===== config.mk =====
export PLATFORM = sky130hd
export DESIGN_NAME = tt_strobed_delay_line
export DESIGN_NICKNAME = d
export VERILOG_FILES = /design/src/rtl/tt_strobed_delay_line.sv
export SDC_FILE = /design/constraint.sdc
export NUM_CORES = 1
export LEC_CHECK = 0
export ABC_AREA = 1
export BUFFER_PORTS_ARGS = -buffer_cell sky130_fd_sc_hd__buf_2
export CAP_MARGIN = 0
export CORE_UTILIZATION = 45
export CTS_CLUSTER_SIZE = 14
export DETAILED_ROUTE_END_ITERATION = 6
export PLACE_DENSITY = 0.72
export SYNTH_ARGS = -nofsm -noshare
export SYNTH_HDL_FRONTEND = slang
export SYNTH_SLANG_ARGS = --single-unit

===== constraint.sdc =====
create_clock -name clk -period 6 [get_ports clk]
set_input_delay 0.3 -clock clk [delete_from_list [all_inputs] [get_ports clk]]
set_output_delay 0.3 -clock clk [all_outputs]
set_load 0.005 [all_outputs]

===== src/rtl/tt_strobed_delay_line.sv =====
// Multi-bit delay line that shifts once per divider tick, with a registered
// tap selector and a flag that goes high once every stage holds real data.
module tt_strobed_delay_line #(
  parameter int unsigned WIDTH = 8,
  parameter int unsigned DEPTH = 100,
  parameter int unsigned DIV_W = 4,
  parameter int unsigned TAP_W = 8
) (
  input  logic             clk,
  input  logic             rst_n,
  input  logic             ena,
  input  logic             clear,
  input  logic [DIV_W-1:0] div,
  input  logic [WIDTH-1:0] din,
  input  logic [TAP_W-1:0] tap_sel,
  output logic [WIDTH-1:0] dout,
  output logic [WIDTH-1:0] dout_last,
  output logic             tick,
  output logic             primed
);

  localparam int unsigned FILL_W = $clog2(DEPTH + 1);

  logic [DIV_W-1:0]  cnt;
  logic [FILL_W-1:0] fill;
  logic [WIDTH-1:0]  stage [DEPTH];
  logic [WIDTH-1:0]  tap_c;

  // Gated by rst_n so no strobe escapes while reset is held.
  assign tick = rst_n & ena & ~clear & (cnt == '0);

  // Down-counting divider; div is only sampled at reload.
  always_ff @(posedge clk or negedge rst_n) begin
    if (!rst_n) begin
      cnt <= '0;
    end else if (clear) begin
      cnt <= '0;
    end else if (tick) begin
      cnt <= div;
    end else if (ena) begin
      cnt <= cnt - DIV_W'(1);
    end
  end

  // Saturating count of ticks since reset/clear.
  always_ff @(posedge clk or negedge rst_n) begin
    if (!rst_n) begin
      fill <= '0;
    end else if (clear) begin
      fill <= '0;
    end else if (tick && (fill != FILL_W'(DEPTH))) begin
      fill <= fill + FILL_W'(1);
    end
  end

  // Stage shift register.
  always_ff @(posedge clk or negedge rst_n) begin
    if (!rst_n) begin
      for (int unsigned k = 0; k < DEPTH; k++) stage[k] <= '0;
    end else if (clear) begin
      for (int unsigned k = 0; k < DEPTH; k++) stage[k] <= '0;
    end else if (tick) begin
      stage[0] <= din;
      for (int unsigned k = 1; k < DEPTH; k++) stage[k] <= stage[k-1];
    end
  end

  // Tap mux; out-of-range selections fall through to zero.
  always_comb begin
    tap_c = '0;
    for (int unsigned k = 0; k < DEPTH; k++) begin
      if (tap_sel == TAP_W'(k)) tap_c = stage[k];
    end
  end

  always_ff @(posedge clk or negedge rst_n) begin
    if (!rst_n) begin
      dout <= '0;
    end else begin
      dout <= tap_c;
    end
  end

  assign dout_last = stage[DEPTH-1];
  assign primed    = (fill == FILL_W'(DEPTH));

endmodule


**Word-level counts from Yosys, hierarchy flattened**

Cells that the tools add are included.

- Register bits: 819
- Input bits: 24
- Output and inout bits: 18
- Word-level logic and storage cells: 323

- Add/sub/neg operators: 2
- Equal/unequal tests: 101
- Muxes and demuxes: 107
- Bitwise operators: 4
- Reduce and logical (&&, ||, !) cells: 6

Operators with widths:

| operator | count |
|---|---|
| 2-to-1 mux 800 bit | 2 |
| 2-to-1 mux 8 bit | 100 |
| equality test 8 x 7 -> 1 bit (second input constant) | 36 |
| equality test 8 x 6 -> 1 bit (second input constant) | 32 |
| equality test 8 x 5 -> 1 bit (second input constant) | 16 |
| equality test 8 x 4 -> 1 bit (second input constant) | 8 |
| equality test 8 x 3 -> 1 bit (second input constant) | 4 |
| equality test 8 x 2 -> 1 bit (second input constant) | 2 |
| 2-to-1 mux 7 bit | 2 |
| 2-to-1 mux 4 bit | 3 |
| equality test 8 x 1 -> 1 bit (second input constant) | 1 |
| zero test 8 bit | 1 |
| adder 7 x 1 -> 7 bit (second input constant) | 1 |
| equality test 7 bit (second input constant) | 1 |
| != test 7 bit (second input constant) | 1 |
| zero test 4 bit | 1 |
| nonzero test 2 bit | 2 |
| subtractor 4 x 1 -> 4 bit (second input constant) | 1 |
| AND 1 bit | 3 |
| nonzero test 3 bit | 1 |
| logical AND 1 bit | 1 |
| inverter 1 bit | 1 |

**Logic depth before layout (Yosys ltp)**

Gate-level depths: netlist of the first run.

- Word-level depth: 101
- Depth in mapped cells: 61
- Gate-level depth less buffers: 61

**Worst setup path after synthesis of the first run**

No wires, ideal clock.

- Path kind: input to register
- Start point: in tap_sel[7]
- End point: reg dout[6]
- Setup time: 0.130 ns
- Data arrival time: 4.140 ns
- Data required time: 5.870 ns
- Path slack: 1.730 ns
- Stages on the path: 56
- Path buffers: 0
- Cell sequence: nor2_1 -> nand2_4 -> inv_2 -> nand2_1 -> o21ai_0 -> inv_1 -> nand2_1 -> nand4_1 -> nand2_1 -> nand4_1 -> nor2_1 -> nand4_1 -> nand2_1 -> nand4_1 -> nor2_1 -> nand4_1 -> nand2_1 -> nand4_1 -> (+20 left out) -> nand2_1 -> nand4_1 -> nor2_1 -> nand4_1 -> nand2_1 -> nand4_1 -> nor2_1 -> nand4_1 -> nand2_1 -> nand3_1 -> nand2_1 -> nand4_1 -> nor2_1 -> nand3_1 -> nand2_1 -> nand3_1 -> nand2_1 -> nand4_1

- Word-level cells in the longest chain between the ends: 101
- Elaborated cells between the ends (all ways): 200
- Classes of those cells: eq/ne (99); mux (100); reduce/logical (1)

RTL lines:

| what | line | text |
|---|---|---|
| start, declared | 15 | `input logic [TAP_W-1:0] tap_sel,` |
| zero test 8 bit | 72 | `if (tap_sel == TAP_W'(k)) tap_c = stage[k];` |
| 2-to-1 mux 8 bit (99 in series) | 72 |  |
| 2-to-1 mux 8 bit * | 72 |  |
| named net tap_c[6] | 27 | `logic [WIDTH-1:0] tap_c;` |
| end signal, assigned | 80 | `dout <= tap_c;` |
| end, declared | 16 | `output logic [WIDTH-1:0] dout,` |

Mark *: on every way through the listed nets, which the timed path passes. The rest lies on a longest branch.
A chain may end at the register's enable or synchronous reset.

**Worst setup path after layout of the first run**

- Start point: reg stage[788] (netlist name)
- End point: reg dout[4]

- Word-level cells in the longest chain between the ends: 99

RTL lines:

| what | line | text |
|---|---|---|
| start, declared | 26 | `logic [WIDTH-1:0] stage [DEPTH];` |
| 2-to-1 mux 8 bit (99 in series) | 72 |  |
| named net tap_c[4] | 27 |  |

The timed path passes the listed nets, and every way through them passes these cells.

==> flow_summary.rst, run 1 <==
.. list-table::
   :header-rows: 1

   * - Metric
     - Value
   * - Critical R2R Capture
     - dout[4]
   * - Register-to-register setup slack
     - 270 ps
   * - Sequential area share after synthesis
     - 56.2%
   * - Number of cells traversed by the worst register-to-register path
     - 56
   * - Number of buffers and inverters on the critical path
     - 1
   * - Unique masters post-synth
     - 30
   * - Largest vdd supply drop
     - 0.241 mV
   * - Critical path origin
     - stage[788]
   * - Fmax
     - 175 MHz
   * - Min Clock Period, post-route
     - 5730 ps
   * - Crit path max fanout
     - 3
   * - Avg Synthesized Cell Area
     - 8.49 um^2
   * - Global-route wire length before repair
     - 154 mm
   * - Vias in the first global route
     - 29,000
   * - Combined global-route utilization of all metal layers
     - 23.0%
   * - Area of the multi-input gates
     - 0.0116 mm^2
   * - Crit Reg-Reg Startpoint
     - stage[788]
   * - Total DRC errors in the routed layout
     - 0
   * - Total die area
     - 0.0823 mm^2
   * - Run status
     - finished, final reports clean
   * - Slowest cell delay on critical path
     - 380 ps
   * - Cell with the biggest individual delay on the critical path
     - sky130_fd_sc_hd__dfrtp_1
   * - Routed Antenna Nets
     - 0
   * - Core area
     - 0.0804 mm^2
   * - RSZ-0062 raised after global routing
     - true
   * - Final clock skew
     - 33.1 ps
   * - Via-per-instance ratio
     - 5.44
   * - Clk Latency, worst-skew pair
     - 650 ps
   * - Setup bufs post-CTS
     - 0
   * - Fraction of final layout cells with drive strength greater than 1
     - 9.88%
   * - Leakage Power
     - 17.5 nW
   * - Top-level I/O count
     - 42
   * - Number of flip-flops and latches in the synthesized netlist
     - 819
   * - Transition at the pin with the smallest max-transition slack
     - 1170 ps
   * - Proportion of register bits with asynchronous set or reset after synthesis
     - 100%
   * - Final setup TNS
     - 0 ps
   * - Initial cell density of the core
     - 45.4%
   * - Growth of design area from synthesis to finish
     - 14.9%
   * - Max-Slew Margin vs Limit
     - 21.8%
   * - Post-synth top flop
     - sky130_fd_sc_hd__dfrtp_1
   * - CTS tree
     - built
   * - Power density over cell area
     - 281 mW/mm^2
   * - Highest-count cells in the layout ignoring fill and taps
     - sky130_fd_sc_hd__inv_1, sky130_fd_sc_hd__dfrtp_1, sky130_fd_sc_hd__o22ai_1, sky130_fd_sc_hd__nand2_1, sky130_fd_sc_hd__nor2_1
   * - Number of failing setup endpoints in the final timing report
     - 0
   * - Sequential standard cell area
     - 0.0205 mm^2
   * - Count of final max-slew check failures
     - 0
   * - HPWL reported at the end of detailed placement
     - 61.6 mm
   * - RePlAce Congestion
     - 0.884
   * - DRT iter0 DRCs
     - 3,015
   * - Clk buf depth
     - 3
   * - Placement Rows
     - 104
   * - Crit-path leading delay family
     - simple AND/OR/NAND/NOR gates
   * - Clk root buf
     - sky130_fd_sc_hd__clkbuf_16
   * - Wire length per cell after detailed routing
     - 17.2 um
   * - Final cycle utilization of the critical path
     - 95.5%
   * - Worst hold path type
     - in2reg
   * - Setup slack at placement
     - -254 ps
   * - Number of iterations in the first detailed-routing pass
     - 6
   * - Most common cell on crit path
     - sky130_fd_sc_hd__nand2_1
   * - # clock sinks
     - 819
   * - Number of buffers inserted during clock tree synthesis
     - 88
   * - Post-synthesis cell area
     - 0.0365 mm^2
   * - Synthesized netlist cell count
     - 4,299
   * - Endpoint of the worst setup timing path
     - dout[4]
   * - Count of port buffers added during placement
     - 41
   * - Fin nets
     - 4,422
   * - Antenna violations before repair
     - 4
   * - Worst setup EP type
     - flop
   * - Arr. time, crit path
     - 6260 ps
   * - Fill cell total of the finished layout
     - 7,195
   * - Count of warnings emitted by yosys
     - 0
   * - Critical path class
     - reg2reg
   * - Die Width
     - 287 um
   * - Worst Path Required
     - 6530 ps
   * - Max-cap violations
     - 0
   * - Clock slew at reported path FFs
     - 70 ps
   * - Crit path launch type
     - flop
   * - Critical path depth in cells
     - 56
   * - Number of nets produced by synthesis
     - 4,327
   * - Most common library cell in the layout ignoring fill and taps
     - sky130_fd_sc_hd__inv_1
   * - Largest net degree at the start of global routing
     - 222
   * - Least setup slack across all paths after layout
     - 270 ps
   * - Die Ht
     - 287 um
   * - H-tree lvl count
     - 3
   * - Number of endpoints with negative hold slack in the final report
     - 0
   * - Remaining global-route overflow
     - 0
   * - Final routed wirelength across all metal layers
     - 95.2 mm
   * - Number of enable flip-flop cells after synthesis
     - 0
   * - Overall via count from detail_route
     - 30,100
==> cells by family (layout without fill, tap and decap cells) <==
family	after synthesis	count (layout)	synth area share [%]
compound gates	1063	1063	17.3
xor+xnor	1	1	0.0240
fa+ha+maj	4	4	0.137
buf+inv	1237	1401	12.8
flops	819	819	56.2
other cells	0	1	0
simple gates	1175	1175	13.5
==> worst min path at each step <==
stage / cells after the start / to / startpoint / slack, ps
after floorplan: 0 / cnt[0] / rst_n / 4
after global placement: 1 / cnt[2] / rst_n / 450
after detailed placement: 1 / cnt[1] / rst_n / 460
after CTS: 4 / cnt[0] / ena / 6
after global routing: 3 / stage[792] / din[0] / 40
final: 4 / cnt[0] / ena / 40
==> per-layer routing <==
metal	global-route usage (%)	part of all wire (%)	vias up	wire [um]
met4	6.70	2.6	4	2520
met3	4.60	7.0	157	6700
met2	34.7	45	874	42800
met5	0	0.020	-	19
li1	-	-	14300	-
met1	33.7	45	14700	43200
==> worst min-delay path, cell delays in order <==
cell	delay (ps)
sky130_fd_sc_hd__buf_2	90
sky130_fd_sc_hd__nor2_1	40
sky130_fd_sc_hd__inv_1	100
sky130_fd_sc_hd__o22ai_1	90
==> metrics by stage <==
stage	area (um^2)	std cells	total power, mW	util (%)	hold slack, ps
2_1_floorplan	36500	4299	5.97	-	4.41
3_3_place_gp	38500	5350	6.24	47.9	455
3_5_place_dp	38500	5350	6.24	47.9	460
4_1_cts	41700	5523	11.9	51.8	5.72
5_1_grt	41900	5524	12.2	52.1	40.7
6_report	41900	5524	11.8	52.1	37.6
==> Yosys cell counts (3+ instances only) <==
| library cell | n | share of area, % |
|---|---|---|
| sky130_fd_sc_hd__a21oi_1 | 123 | 1.7 |
| sky130_fd_sc_hd__clkbuf_1 | 186 | 1.9 |
| sky130_fd_sc_hd__inv_1 | 1006 | 10 |
| sky130_fd_sc_hd__o22ai_1 | 788 | 14 |
| sky130_fd_sc_hd__nor2_1 | 196 | 2.0 |
| sky130_fd_sc_hd__dfrtp_1 | 819 | 56 |
| sky130_fd_sc_hd__inv_2 | 23 | 0.24 |
| sky130_fd_sc_hd__nor2_4 | 3 | 0.093 |
| sky130_fd_sc_hd__ha_1 | 4 | 0.14 |
| sky130_fd_sc_hd__nor3_1 | 13 | 0.18 |
| sky130_fd_sc_hd__nand2_1 | 724 | 7.4 |
| sky130_fd_sc_hd__o21ai_0 | 141 | 1.9 |
| sky130_fd_sc_hd__buf_1 | 7 | 0.072 |
| sky130_fd_sc_hd__nand3_1 | 87 | 1.2 |
| sky130_fd_sc_hd__nand4_1 | 142 | 2.4 |
| sky130_fd_sc_hd__nor2_2 | 6 | 0.10 |
| sky130_fd_sc_hd__o21ai_1 | 6 | 0.082 |
| sky130_fd_sc_hd__buf_4 | 8 | 0.16 |
| sky130_fd_sc_hd__clkinv_1 | 5 | 0.051 |
==> state kept, by name, summed over array words and instances (netlist names) <==
name and count:
fill 7, dout_last 8, dout 8, cnt 4
stage 792
==> power breakdown <==
part	leakage [nW]	switching (mW)	internal (mW)
combinational	4.61	0.465	0.140
clock	1.47	2.28	3.35
sequential	11.4	0.0106	5.54
==> area by class of cell <==
type / instances / area share [%]
diodes: 1 / 0.00597
clock inverters: 34 / 1.27
inverters: 1034 / 9.26
clock buffers: 125 / 5.94
multi-input cells: 2243 / 27.6
flip-flops and latches: 819 / 48.9
repair buffers: 208 / 3.89
well taps: 1060 / 3.16
==> timing repair <==
| item | in CTS | in global routing |
|---|---|---|
| gates resized for setup | 0 | 74 |
| hold buffers | 14 | 0 |
| setup endpoints to repair | 0 | 8 |
| hold endpoints to repair | 125 | 0 |
Power figures use the tool's default switching activity.
==> run 2: changes to the inputs <==
--- a/config.mk
+++ b/config.mk
@@ -8,9 +8,11 @@
 export ABC_AREA = 1
 export BUFFER_PORTS_ARGS = -buffer_cell sky130_fd_sc_hd__buf_2
 export CAP_MARGIN = 0
+export CORE_MARGIN = 3
 export CORE_UTILIZATION = 45
 export CTS_CLUSTER_SIZE = 14
 export DETAILED_ROUTE_END_ITERATION = 6
+export GPL_ROUTABILITY_DRIVEN = 1
 export PLACE_DENSITY = 0.72
 export SYNTH_ARGS = -nofsm -noshare
 export SYNTH_HDL_FRONTEND = slang
==> flow_summary.rst, run 2 (same netlist as run 1, synthesis figures left out) <==
.. list-table::
   :header-rows: 1

   * - Metric
     - Value
   * - Run status
     - finished, final reports clean
   * - Post-Route Utilization
     - 52.3%
   * - Worst Path Required
     - 6520 ps
   * - Max-Slew Margin vs Limit
     - 28.7%
   * - Transition at the pin with the smallest max-transition slack
     - 1070 ps
   * - Number of cells traversed by the worst register-to-register path
     - 56
   * - Flip-flop count of the largest register after layout
     - 792
   * - Most flop-heavy register
     - stage
   * - Fin nets
     - 4,429
   * - HPWL reported at the end of detailed placement
     - 61.7 mm
   * - Cell count after placement
     - 5,352
   * - Total DRC errors in the routed layout
     - 0
   * - Crit Reg-Reg Startpoint
     - stage[796]
   * - Routed Antenna Nets
     - 0
   * - Number of failing setup endpoints in the final timing report
     - 0
   * - Global-route wire length before repair
     - 156 mm
   * - Most common library cell in the layout ignoring fill and taps
     - sky130_fd_sc_hd__inv_1
   * - Design area
     - 0.0417 mm^2
   * - Fin cells
     - 5,520
   * - H-tree lvl count
     - 3
   * - Placement Rows
     - 103
   * - Final clock skew
     - 20.8 ps
   * - Fill cell total of the finished layout
     - 7,309
   * - Worst setup EP type
     - flop
   * - Hold depth
     - 4
   * - Largest vdd supply drop
     - 0.250 mV
   * - Fmax
     - 180 MHz
   * - Initial cell density of the core
     - 45.8%
   * - Fraction of final layout cells with drive strength greater than 1
     - 9.42%
   * - Final routed wirelength across all metal layers
     - 94.9 mm
   * - Crit path launch type
     - flop
   * - Max-cap violations
     - 0
   * - Highest-count cells in the layout ignoring fill and taps
     - sky130_fd_sc_hd__inv_1, sky130_fd_sc_hd__dfrtp_1, sky130_fd_sc_hd__o22ai_1, sky130_fd_sc_hd__nand2_1, sky130_fd_sc_hd__nor2_1
   * - Slowest cell delay on critical path
     - 400 ps
   * - Clk Latency, worst-skew pair
     - 640 ps
   * - Vias in the first global route
     - 29,400
   * - Number of endpoints with negative hold slack in the final report
     - 0
   * - Antenna violations before repair
     - 4
   * - Clk root buf
     - sky130_fd_sc_hd__clkbuf_16
   * - Final setup TNS
     - 0 ps
   * - Worst hold path type
     - in2reg
   * - Count of final max-slew check failures
     - 0
   * - Min Clock Period, post-route
     - 5570 ps
   * - Wire length per cell after detailed routing
     - 17.2 um
   * - Clk buf depth
     - 3
   * - Via-per-instance ratio
     - 5.43
   * - CTS tree
     - built
   * - Largest net degree at the start of global routing
     - 174
   * - Combined global-route utilization of all metal layers
     - 22.1%
   * - Crit path max fanout
     - 2
   * - Remaining global-route overflow
     - 0
   * - Instance area at placement
     - 0.0386 mm^2
   * - Leakage Power
     - 17.4 nW
   * - Final cycle utilization of the critical path
     - 92.8%
   * - Core area
     - 0.0796 mm^2
   * - Arr. time, crit path
     - 6090 ps
   * - Top-level I/O count
     - 42
   * - Count of port buffers added during placement
     - 41
   * - Total die area
     - 0.0846 mm^2
   * - DRT iter0 DRCs
     - 3,047
   * - RSZ-0062 raised after global routing
     - true
   * - Die Ht
     - 291 um
   * - Critical path origin
     - stage[796]
   * - Overall via count from detail_route
     - 30,000
   * - Cell with the biggest individual delay on the critical path
     - sky130_fd_sc_hd__dfrtp_1
   * - RePlAce Congestion
     - 0.895
   * - Clock slew at reported path FFs
     - 60 ps
   * - Die Width
     - 291 um
   * - Power density over cell area
     - 273 mW/mm^2
   * - # clock sinks
     - 819
   * - Most common cell on crit path
     - sky130_fd_sc_hd__nand2_1
   * - Number of iterations in the first detailed-routing pass
     - 5
   * - Growth of design area from synthesis to finish
     - 14.2%
   * - Critical path class
     - reg2reg
   * - Number of buffers inserted during clock tree synthesis
     - 83
   * - Startpoint of the lowest-slack hold path
     - ena
run 2: cell count changes in the layout (fill, tap and decap cells not counted), sizes merged:
cell         change
buf             +13
clkinv           +2
dlygate4sd3      -1
bufinv           -6
inv              -1
clkbuf           -3
diode            +2
run 2: worst max-delay path: cells and delay by family, from the launching register on:
family | cells | cell delay (ps)
and+or+nand+nor | 55 | 4990
AOI/OAI and AO/OA | 1 | 50
DFF | 1 | 400
run 2: through the flow:
step / power [mW] / hold slack, ps / worst slack, ps
6_report: 11.4 / 38.1 / 430
5_1_grt: 11.8 / 47.5 / -247
3_3_place_gp: 6.24 / 428 / -153
2_1_floorplan: 5.97 / 4.41 / 1730
3_5_place_dp: 6.24 / 438 / -184
4_1_cts: 11.5 / 6.76 / 319
run 2: metal layers:
metal,part of all wire (%),GRT usage (%),vias to the layer above,routed length (um)
li1,-,-,14300,-
met1,45,32.4,14700,42900
met2,47,34.7,788,44200
met3,5.7,2.94,151,5450
met4,2.6,6.13,4,2440
met5,0.022,0,-,21
run 2: where the power goes:
| part | internal, mW | switching (mW) | total (mW) |
|---|---|---|---|
| Sequential | 5.54 | 0.0121 | 5.55 |
| Clock | 3.03 | 2.22 | 5.24 |
| Combinational | 0.138 | 0.461 | 0.599 |
run 2: path summary, 6_finish.rpt:
path                             endpoint  slack [ps]
worst min register to register    dout[4]         500
worst max register to register    dout[4]         430
min in group asynchronous         fill[1]         340
worst min-delay path               cnt[2]          40
max in group asynchronous       stage[60]        3280
worst max-delay path              dout[4]         430
run 2: timing repair:
item / 4_1_cts / 5_1_grt
hold buffers: 13 / 0
resized for setup: 0 / 43
endpoints found under the hold margin: 119 / 0
setup endpoints to repair: 0 / 8
setup buffers: 0 / 1
run 2: final cells by class:
type	count	area [um^2]	share of cell area [%]
flip-flops and latches	819	20500	49.2
multi-input cells	2243	11500	27.5
inverters	1034	3880	9.31
clock buffers	122	2460	5.91
repair buffers	220	1750	4.21
well taps	1050	1310	3.15
clock inverters	29	294	0.706
diodes	3	7.51	0.0180
